`src/rtl/game_referee_if.sv`:
```
// game_referee_if
//   Button levels in, lights and game outcome out, for one two-player
//   reaction-time game.
//   master: drives btnStart/btnP1/btnP2, observes the outputs (button side).
//   slave : the referee; samples the buttons, drives the outputs.
//   Signals:
//     btnStart, btnP1, btnP2 : synchronized, debounced button levels
//     armedLed, goLed        : state lights
//     gameFinished           : one-cycle result pulse
//     lastWinner             : 0 = player 1, 1 = player 2
//     falseStart             : last result decided by a false start
//     reactionTicks[11:0]    : reaction time of the last legitimate win
interface game_referee_if;
   logic        btnStart;
   logic        btnP1;
   logic        btnP2;
   logic        armedLed;
   logic        goLed;
   logic        gameFinished;
   logic        lastWinner;
   logic        falseStart;
   logic [11:0] reactionTicks;

   modport master (
      output btnStart, btnP1, btnP2,
      input  armedLed, goLed, gameFinished, lastWinner, falseStart, reactionTicks
   );

   modport slave (
      input  btnStart, btnP1, btnP2,
      output armedLed, goLed, gameFinished, lastWinner, falseStart, reactionTicks
   );
endinterface

```
`src/rtl/game_referee.sv`:
```
// game_referee
//   Referees one reaction-time game between two players. A start press arms
//   the game; after MIN_DELAY + random(0..2^RAND_BITS-1) ticks the GO light
//   turns on. First press after GO wins, a press before GO loses.
//   Ports:
//     clk       : system clock
//     resetGame : synchronous, active-high reset
//     bus       : game_referee_if.slave (buttons in, lights/outcome out)
//   Optional build macro:
//     REFEREE_AUTO_REARM_EN : DONE re-arms by itself after 2*MIN_DELAY ticks
//                             without a start press.
module game_referee #(
   parameter int unsigned TICK_DIV  = 100000,
   parameter int unsigned MIN_DELAY = 1000,
   parameter int unsigned RAND_BITS = 10,
   parameter int unsigned TIMEOUT   = 3000,
   parameter logic [15:0] LFSR_SEED = 16'hACE1
) (
   input  logic          clk,
   input  logic          resetGame,
   game_referee_if.slave bus
);

   localparam int unsigned PRE_W = (TICK_DIV > 1) ? $clog2(TICK_DIV) : 1;
   localparam int unsigned DLY_W = $clog2(2 * MIN_DELAY + 2 ** RAND_BITS + 1);

   typedef enum logic [1:0] {
      S_IDLE,
      S_ARMED,
      S_GO,
      S_DONE
   } state_t;

   state_t state_q, state_d;

   logic             start_q, p1_q, p2_q;
   logic             start_e, p1_e, p2_e;
   logic [15:0]      lfsr;
   logic [PRE_W-1:0] presc;
   logic             tick;
   logic [DLY_W-1:0] delay_cnt;
   logic [DLY_W-1:0] rand_delay;
   logic [11:0]      react_cnt;
   logic             tie_break;

   logic             game_finished;
   logic             last_winner;
   logic             false_start;
   logic [11:0]      reaction_ticks;

   logic load_delay, dec_delay, inc_delay;
   logic clr_react, inc_react, upd_react;
   logic declare, win_next, fs_next, flip_tie;

   // Edge registers clear on reset, but the level history keeps sampling so
   // a button held through reset does not look like a fresh press.
   always_ff @(posedge clk) begin
      if (resetGame) begin
         start_e <= 1'b0;
         p1_e    <= 1'b0;
         p2_e    <= 1'b0;
      end else begin
         start_e <= bus.btnStart & ~start_q;
         p1_e    <= bus.btnP1 & ~p1_q;
         p2_e    <= bus.btnP2 & ~p2_q;
      end
      start_q <= bus.btnStart;
      p1_q    <= bus.btnP1;
      p2_q    <= bus.btnP2;
   end

   // 16-bit Galois LFSR, taps 16'hB400; nonzero seed keeps it off zero.
   always_ff @(posedge clk) begin
      if (resetGame) begin
         lfsr <= LFSR_SEED;
      end else if (lfsr[0]) begin
         lfsr <= (lfsr >> 1) ^ 16'hB400;
      end else begin
         lfsr <= lfsr >> 1;
      end
   end

   assign rand_delay = DLY_W'(MIN_DELAY) + DLY_W'(lfsr[RAND_BITS-1:0]);
   assign tick       = (presc == PRE_W'(TICK_DIV - 1));

   // Prescaler restarts on every state change so each state sees full ticks.
   always_ff @(posedge clk) begin
      if (resetGame) begin
         presc <= '0;
      end else if (state_d != state_q || tick) begin
         presc <= '0;
      end else begin
         presc <= presc + PRE_W'(1);
      end
   end

   always_ff @(posedge clk) begin
      if (resetGame) begin
         state_q <= S_IDLE;
      end else begin
         state_q <= state_d;
      end
   end

   always_comb begin
      state_d    = state_q;
      load_delay = 1'b0;
      dec_delay  = 1'b0;
      inc_delay  = 1'b0;
      clr_react  = 1'b0;
      inc_react  = 1'b0;
      upd_react  = 1'b0;
      declare    = 1'b0;
      win_next   = 1'b0;
      fs_next    = 1'b0;
      flip_tie   = 1'b0;
      case (state_q)
         S_IDLE: begin
            if (start_e) begin
               load_delay = 1'b1;
               state_d    = S_ARMED;
            end
         end
         S_ARMED: begin
            if (p1_e && p2_e) begin
               // Simultaneous false start voids the round; re-roll the delay.
               load_delay = 1'b1;
            end else if (p1_e || p2_e) begin
               declare  = 1'b1;
               win_next = p1_e;
               fs_next  = 1'b1;
               state_d  = S_DONE;
            end else if (tick) begin
               if (delay_cnt <= DLY_W'(1)) begin
                  clr_react = 1'b1;
                  state_d   = S_GO;
               end else begin
                  dec_delay = 1'b1;
               end
            end
         end
         S_GO: begin
            if (p1_e && p2_e) begin
               declare   = 1'b1;
               win_next  = tie_break;
               flip_tie  = 1'b1;
               upd_react = 1'b1;
               state_d   = S_DONE;
            end else if (p1_e || p2_e) begin
               declare   = 1'b1;
               win_next  = p2_e;
               upd_react = 1'b1;
               state_d   = S_DONE;
            end else if (tick) begin
               if (32'(react_cnt) + 32'd1 >= TIMEOUT) begin
                  state_d = S_IDLE;
               end else begin
                  inc_react = 1'b1;
               end
            end
         end
         S_DONE: begin
            if (start_e) begin
               load_delay = 1'b1;
               state_d    = S_ARMED;
            end
`ifdef REFEREE_AUTO_REARM_EN
            else if (tick) begin
               // delay_cnt is reused as the idle-in-DONE tick counter.
               if (delay_cnt >= DLY_W'(2 * MIN_DELAY - 1)) begin
                  load_delay = 1'b1;
                  state_d    = S_ARMED;
               end else begin
                  inc_delay = 1'b1;
               end
            end
`endif
         end
         default: state_d = S_IDLE;
      endcase
   end

   always_ff @(posedge clk) begin
      if (resetGame) begin
         delay_cnt <= '0;
      end else if (load_delay) begin
         delay_cnt <= rand_delay;
      end else if (declare) begin
         delay_cnt <= '0;
      end else if (dec_delay) begin
         delay_cnt <= delay_cnt - DLY_W'(1);
      end else if (inc_delay) begin
         delay_cnt <= delay_cnt + DLY_W'(1);
      end
   end

   always_ff @(posedge clk) begin
      if (resetGame) begin
         react_cnt <= '0;
      end else if (clr_react) begin
         react_cnt <= '0;
      end else if (inc_react && react_cnt != 12'hFFF) begin
         react_cnt <= react_cnt + 12'd1;
      end
   end

   always_ff @(posedge clk) begin
      if (resetGame) begin
         tie_break <= 1'b0;
      end else if (flip_tie) begin
         tie_break <= ~tie_break;
      end
   end

   // Result registers load on the transition into DONE, so they are valid
   // in the same cycle as the gameFinished pulse.
   always_ff @(posedge clk) begin
      if (resetGame) begin
         game_finished  <= 1'b0;
         last_winner    <= 1'b0;
         false_start    <= 1'b0;
         reaction_ticks <= '0;
      end else begin
         game_finished <= declare;
         if (declare) begin
            last_winner <= win_next;
            false_start <= fs_next;
         end
         if (upd_react) begin
            reaction_ticks <= react_cnt;
         end
      end
   end

   assign bus.armedLed      = (state_q == S_ARMED);
   assign bus.goLed         = (state_q == S_GO);
   assign bus.gameFinished  = game_finished;
   assign bus.lastWinner    = last_winner;
   assign bus.falseStart    = false_start;
   assign bus.reactionTicks = reaction_ticks;

endmodule

```
`src/flat_wrapper.sv`:
```
// flat-port wrapper written by rule: the top's interface ports become plain ports
module game_referee_flat 
#(
   parameter int unsigned TICK_DIV  = 100000,
   parameter int unsigned MIN_DELAY = 1000,
   parameter int unsigned RAND_BITS = 10,
   parameter int unsigned TIMEOUT   = 3000,
   parameter logic [15:0] LFSR_SEED = 16'hACE1
)
  (clk, resetGame, bus_btnStart, bus_btnP1, bus_btnP2, bus_armedLed, bus_goLed, bus_gameFinished, bus_lastWinner, bus_falseStart, bus_reactionTicks);
  game_referee_if bus_i ();
  input  logic clk;
  input  logic resetGame;
  input wire logic [$bits(bus_i.btnStart)-1:0] bus_btnStart;
  input wire logic [$bits(bus_i.btnP1)-1:0] bus_btnP1;
  input wire logic [$bits(bus_i.btnP2)-1:0] bus_btnP2;
  output wire logic [$bits(bus_i.armedLed)-1:0] bus_armedLed;
  output wire logic [$bits(bus_i.goLed)-1:0] bus_goLed;
  output wire logic [$bits(bus_i.gameFinished)-1:0] bus_gameFinished;
  output wire logic [$bits(bus_i.lastWinner)-1:0] bus_lastWinner;
  output wire logic [$bits(bus_i.falseStart)-1:0] bus_falseStart;
  output wire logic [$bits(bus_i.reactionTicks)-1:0] bus_reactionTicks;
  assign bus_i.btnStart = bus_btnStart;
  assign bus_i.btnP1 = bus_btnP1;
  assign bus_i.btnP2 = bus_btnP2;
  assign bus_armedLed = bus_i.armedLed;
  assign bus_goLed = bus_i.goLed;
  assign bus_gameFinished = bus_i.gameFinished;
  assign bus_lastWinner = bus_i.lastWinner;
  assign bus_falseStart = bus_i.falseStart;
  assign bus_reactionTicks = bus_i.reactionTicks;
  game_referee #(.TICK_DIV(TICK_DIV), .MIN_DELAY(MIN_DELAY), .RAND_BITS(RAND_BITS), .TIMEOUT(TIMEOUT), .LFSR_SEED(LFSR_SEED)) u_core (.clk(clk), .resetGame(resetGame), .bus(bus_i));
endmodule
```
`config.mk`:
```
export PLATFORM = sky130hd
export DESIGN_NAME = game_referee_flat
export DESIGN_NICKNAME = d
export VERILOG_FILES = /design/src/rtl/game_referee_if.sv /design/src/rtl/game_referee.sv /design/src/flat_wrapper.sv
export SDC_FILE = /design/constraint.sdc
export NUM_CORES = 1
export LEC_CHECK = 0
export BUFFER_PORTS_ARGS = -buffer_cell sky130_fd_sc_hd__buf_2
export CORE_MARGIN = 2
export CORE_UTILIZATION = 50
export CTS_CLUSTER_SIZE = 40
export DETAILED_ROUTE_END_ITERATION = 8
export PLACE_DENSITY = 0.78
export SYNTH_ARGS = -nofsm -noshare
export SYNTH_HDL_FRONTEND = slang
export SYNTH_SLANG_ARGS = --single-unit
```
`constraint.sdc`:
```
create_clock -name clk -period 2.1 [get_ports clk]
set_input_delay 0 -clock clk [delete_from_list [all_inputs] [get_ports clk]]
set_output_delay 0 -clock clk [all_outputs]
set_load 0.01 [all_outputs]
```
# --- After elaboration in Yosys (flattened, before gate mapping) ---
# Cells that the tools add are included.
# Widths: inputs -> output; s select.
totals:
  ff_bits: 81
  in_bits: 5
  out_inout_bits: 17
  wordCells: 90
op_classes:
  addsub: 5
  n_lt_le_gt_ge: 2
  eq_ne: 6
  n_mux: 44
  bitwise: 8
  reduce_logical: 9
ops:
  columns: ["operator", "count"]
  rows:
  - ["$mux 12", 3]
  - ["$ge 32x12->1 const B", 1]
  - ["$mux 1", 27]
  - ["$mux 2", 9]
  - ["$add 17x1->17 const B", 1]
  - ["$eq 17x17->1 const B", 1]
  - ["$mux 16", 1]
  - ["$add 12x1->13 const B", 1]
  - ["$add 12x1->12 const B", 1]
  - ["$le 12x1->1 const B", 1]
  - ["$ne 12x12->1 const B", 1]
  - ["$sub 12x1->12 const B", 1]
  - ["$add 10x10->11 const A", 1]
  - ["$pmux 1 s2", 3]
  - ["$pmux 2 s3", 1]
  - ["$reduce_or 2->1", 3]
  - ["$eq 2x2->1 const B", 2]
  - ["$not 1->1", 4]
  - ["$not 3->4", 1]
  - ["$and 1x1->1", 3]
  - ["$reduce_bool 3->1", 1]
  - ["$eq 2x1->1 const B", 1]
  - ["$logic_and 1x1->1", 2]
  - ["$logic_not 2->1", 1]
  - ["other kinds (2)", 3]

# --- Longest topological paths before layout ---
depth:
  depth_word: 10
  ltp_mapped: 11

# --- Least setup slack after synthesis ---
# Ideal clock, no wire load.
synth_timing:
  path_kind: "reg-to-reg"
  startpoint: "register u_core.react_cnt[0]"
  endpoint: "register u_core.react_cnt[9]"
  setup_time_ns: 0.059
  t_arrival_ns: 2.220
  required_time_ns: 2.041
  slack_ns: -0.179
  path_stages_with_launch: 8
  path_buffers: 0
  cell_sequence: "dfxtp_1 > ha_1 > or3b_1 > a41o_1 > a211oi_4 > nor2_4 > or4_1 > nand2_1"
synth_via:
  elab_chain_cells: 8
  word_cells_on_any_way: 10
  classes_between: "2 x add/sub; 1 x order compare; 1 x eq/ne; 5 x mux; 1 x reduce/logical"
synth_rtl:
  columns: ["element", "line_no", "source"]
  rows:
  - ["start, declared", "game_referee.sv:43", "logic [11:0] react_cnt;"]
  - ["start signal, assigned", "game_referee.sv:203", "react_cnt <= react_cnt + 12'd1;"]
  - ["$add 12x1->13", "game_referee.sv:155", "if (32'(react_cnt) + 32'd1 >= TIMEOUT) begin"]
  - ["$ge 32x12->1", "game_referee.sv:155", null]
  - ["$mux 1", "game_referee.sv:155", null]
  - ["$mux 1", "game_referee.sv:154", "end else if (tick) begin"]
  - ["$mux 1", "game_referee.sv:149", "end else if (p1_e || p2_e) begin"]
  - ["$mux 1", "game_referee.sv:143", "if (p1_e && p2_e) begin"]
  - ["$mux 1", "game_referee.sv:117", "case (state_q)"]
  - ["$logic_and 1x1->1", "game_referee.sv:202", "end else if (inc_react && react_cnt != 12'hFFF) begin"]
# Parallel ways exist; a longest one is shown, timed or not.
# A chain may end at the register's enable or synchronous reset.

# --- Worst setup path in the final report ---
layout_timing:
  startpoint: "register u_core.react_cnt[0]"
  endpoint: "register u_core.react_cnt[3]"
# Same word-level chain as after synthesis.

==> flow_summary.json <==
{
  "fillCellCount": 592,
  "final_nets": 564,
  "synth_most_common_cell": "dfxtp_1",
  "port_buffers": 21,
  "setup_viol": 28,
  "power_density_mw_per_mm2": 777,
  "synthesis.nets": 470,
  "met3_length_um": 402,
  "synthArstFlopShare_pct": 0,
  "fin_crit_ns": 2.19,
  "wl_um": 9240,
  "start_util_pct": 50.6,
  "drt_iter0_markers": 178,
  "slew_headroom_pct": 67.2,
  "root_buffer": "clkbuf_8",
  "timing.hold.ws_ns": 0.295,
  "place_ws_ns": -0.117,
  "synth_area_per_cell_um2": 8.49,
  "yosys.area_share.adder_pct": 3.57,
  "synth_common_cells": "dfxtp_1 (81), nor2_1 (57), nand2_1 (49)",
  "row_count": 32,
  "power_frac_seq_pct": 42.8,
  "fin_area_mm2": 0.00511,
  "synth_edf_count": 0,
  "cts_buffer_depth": 2,
  "max_stage_delay_ns": 0.42,
  "synth_xor_area_share_pct": 8.18,
  "clock_latency_ns": 0.36,
  "synth_warnings": 0,
  "synth_compound_area_share_pct": 14.5,
  "die_h_um": 91.8,
  "antenna_left": 0,
  "synth_top_area_cell": "dfxtp_1",
  "cp-end-kind": "flop",
  "tritoncts": "built",
  "outcome": "complete, but fails checks",
  "maxCapViolations": 0,
  "crit_path_cell_trace": "ha_4 > and2_4 > a21o_1 > a41o_1 > a211oi_4 > nor2_4 > or4_1 > nand2_1",
  "clk_pin_slew_worst_paths_ns": 0.08,
  "final_util_pct": 67.2,
  "worstSetupPathType": "reg -> reg",
  "die_w_um": 91.8,
  "grt_overflow": 0,
  "crit_path_start": "u_core.react_cnt[0]",
  "synth-seq-area-share_pct": 42.1,
  "area_delta_synth_final_pct": 32.7,
  "hp-class": "in -> reg",
  "antenna_found_initial": 0,
  "synth.area.mux_share_pct": 0.812,
  "drcViolationCount": 0,
  "diodes": 0,
  "grt_setup_unrepaired": "yes",
  "r2r_start": "u_core.react_cnt[0]",
  "netSwitchingFraction_pct": 31.4,
  "fin_crit_sh_pct": 104,
  "power.share.clock_pct": 33.0,
  "worst_path_max_delay_cell": "or4_1",
  "cts.sinks": 81,
  "reg2reg_depth": 8,
  "synthSimpleGateAreaFrac_pct": 27.4,
  "p_sw_w": 0.00125,
  "vias": 3574,
  "netlist_instances": 454,
  "vias_per_cell": 5.46,
  "ioPinCount": 22,
  "p_comb_share_pct": 24.2,
  "ys_seq_elements": 81,
  "die-area_mm2": 0.00842,
  "place_hpwl_um": 6240,
  "synth_area_mm2": 0.00385,
  "grt_pass1_wl_um": 14900,
  "endpoint": "u_core.react_cnt[3]",
  "yosysUniqueCellTypes": 62,
  "firstDrtPassIters": 4,
  "cp_max_fo": 8,
  "dr_wl_met2_um": 4420,
  "rrSetupSlack_ns": -0.09,
  "max_freq_mhz": 457,
  "critical_path_required_ns": 2.40,
  "fin_skew_ns": 0.0116,
  "synthDominantCellAreaShare_pct": 42.1,
  "grt_max_degree": 48,
  "yosys-top-cells-area": "dfxtp_1 (42%), nor2_1 (5.6%), a21oi_1 (5.2%)",
  "grt_usage_pct": 21.6,
  "drive_above_1_share_pct": 30.9,
  "synth_top_family_by_area": "simple AND/OR/NAND/NOR gates",
  "ir_worst_vdd_mv": 0.518,
  "dpl-instance-area_mm2": 0.00455,
  "p_leak_nw": 1.99,
  "final_max_slew_viol_count": 0,
  "power.internal_w": 0.00273,
  "numCtsBuffers": 9,
  "core_mm2": 0.00761,
  "fin_ws_ns": -0.0891,
  "top_layer": "met4",
  "hold_start": "bus_btnP2",
  "grt_pass1_vias": 3381,
  "hold_violations": 0,
  "start_kind": "flop",
  "r2r-end": "u_core.react_cnt[3]",
  "arrival_ns": 2.49,
  "met1_length_um": 4230,
  "violations": "setup timing",
  "cts-htree-levels": 3,
  "wire_per_inst_um": 14.1,
  "tightest_slew_ns": 0.479,
  "place_congestion": 0.955,
  "synth-main-ff-cell": "dfxtp_1"
}
[worst min path at each step]
stage / endpoint / slack [ns] / depth (start not counted)
floorplan: u_core.p1_q / 0.03 / 0
global placement: u_core.p1_q / 0.11 / 1
detailed placement: u_core.p2_q / 0.12 / 1
CTS: u_core.p1_q / 0.27 / 2
global route: u_core.p2_q / 0.27 / 2
finish: u_core.p2_q / 0.29 / 2
[flip-flops by register name, indices dropped and copies added, names as in the netlist, 2 cells and up]
name,count
u_core.react_cnt,12
u_core.state_q,2
u_core.delay_cnt,12
u_core.presc,17
u_core.lfsr,16
u_core.bus.reactionTicks,12
[critical path: cells and delay by family (launching register included)]
family	cells	cell delay, ns
AO/OA/AOI/OAI	3	0.85
AND/OR/NAND/NOR	4	0.75
flip-flops	1	0.37
adder cells (fa/ha/maj)	1	0.17
[cells by family after synthesis]
family	after synthesis
AND/OR/NAND/NOR	208
AO/OA/AOI/OAI	87
flip-flops	81
XOR/XNOR	36
buffers and inverters	28
adder cells (fa/ha/maj)	11
multiplexers	3
[layer usage]
layer	global-route usage [%]	vias to the layer above
met4	8.83	0
met5	0	-
li1	-	1782
met3	4.52	18
met1	27.5	1685
met2	35.6	89
[power groups by stage]
| stage | combinational (W) | clock (W) | sequential, W |
|---|---|---|---|
| after floorplan | 0.000537 | 0 | 0.00171 |
| after global placement | 0.000749 | 0 | 0.00172 |
| after detailed placement | 0.000764 | 0 | 0.00172 |
| after CTS | 0.000812 | 0.00134 | 0.00169 |
| after global routing | 0.00105 | 0.00141 | 0.00171 |
| final | 0.000962 | 0.00131 | 0.00170 |
[repair_timing]
action	CTS	global route
gates resized for setup	10	49
setup buffers	3	5
hold buffers	4	0
setup endpoints to repair	28	52
pin swaps	9	20
endpoints found under the hold margin	7	0
cloned	1	0
[metrics by stage]
step	setup TNS (ns)	cells	power, W
after CTS	-0.354	651	0.00384
after global placement	-1.33	627	0.00247
after floorplan	-0.0183	454	0.00225
after global routing	-4.44	655	0.00417
after detailed placement	-2.50	627	0.00249
final	-1.65	655	0.00397
[area by class of cell]
cell class | instances | area, um2 | share of cell area [%]
clock inverter | 7 | 106 | 2.08
multi-input combinational | 346 | 2380 | 46.5
tap | 102 | 128 | 2.50
timing repair buffer | 98 | 697 | 13.6
sequential | 81 | 1630 | 32.0
inverter | 12 | 45.0 | 0.881
clock buffer | 9 | 124 | 2.42
[layout by cell type (no fill, tap or decap), drive strengths merged, types with 3 or more instances in the layout]
cell / Yosys / routed
o211ai: 3 / 3
nand2: 49 / 50
inv: 12 / 16
o21ai: 15 / 15
dfxtp: 81 / 81
buf: 4 / 94
nor4: 4 / 4
nand3: 19 / 19
and2: 4 / 4
dlygate4sd3: 0 / 4
nor3b: 3 / 3
a211oi: 3 / 3
a21oi: 40 / 40
nor3: 22 / 22
nand4: 6 / 6
xor2: 17 / 17
nand2b: 5 / 5
nor2b: 10 / 10
ha: 11 / 11
xnor2: 19 / 19
or2: 7 / 7
a21o: 5 / 5
a31oi: 5 / 5
or4: 4 / 4
nor2: 58 / 58
or3: 4 / 4
clkbuf: 12 / 9
(Power assumes the default switching activity.)
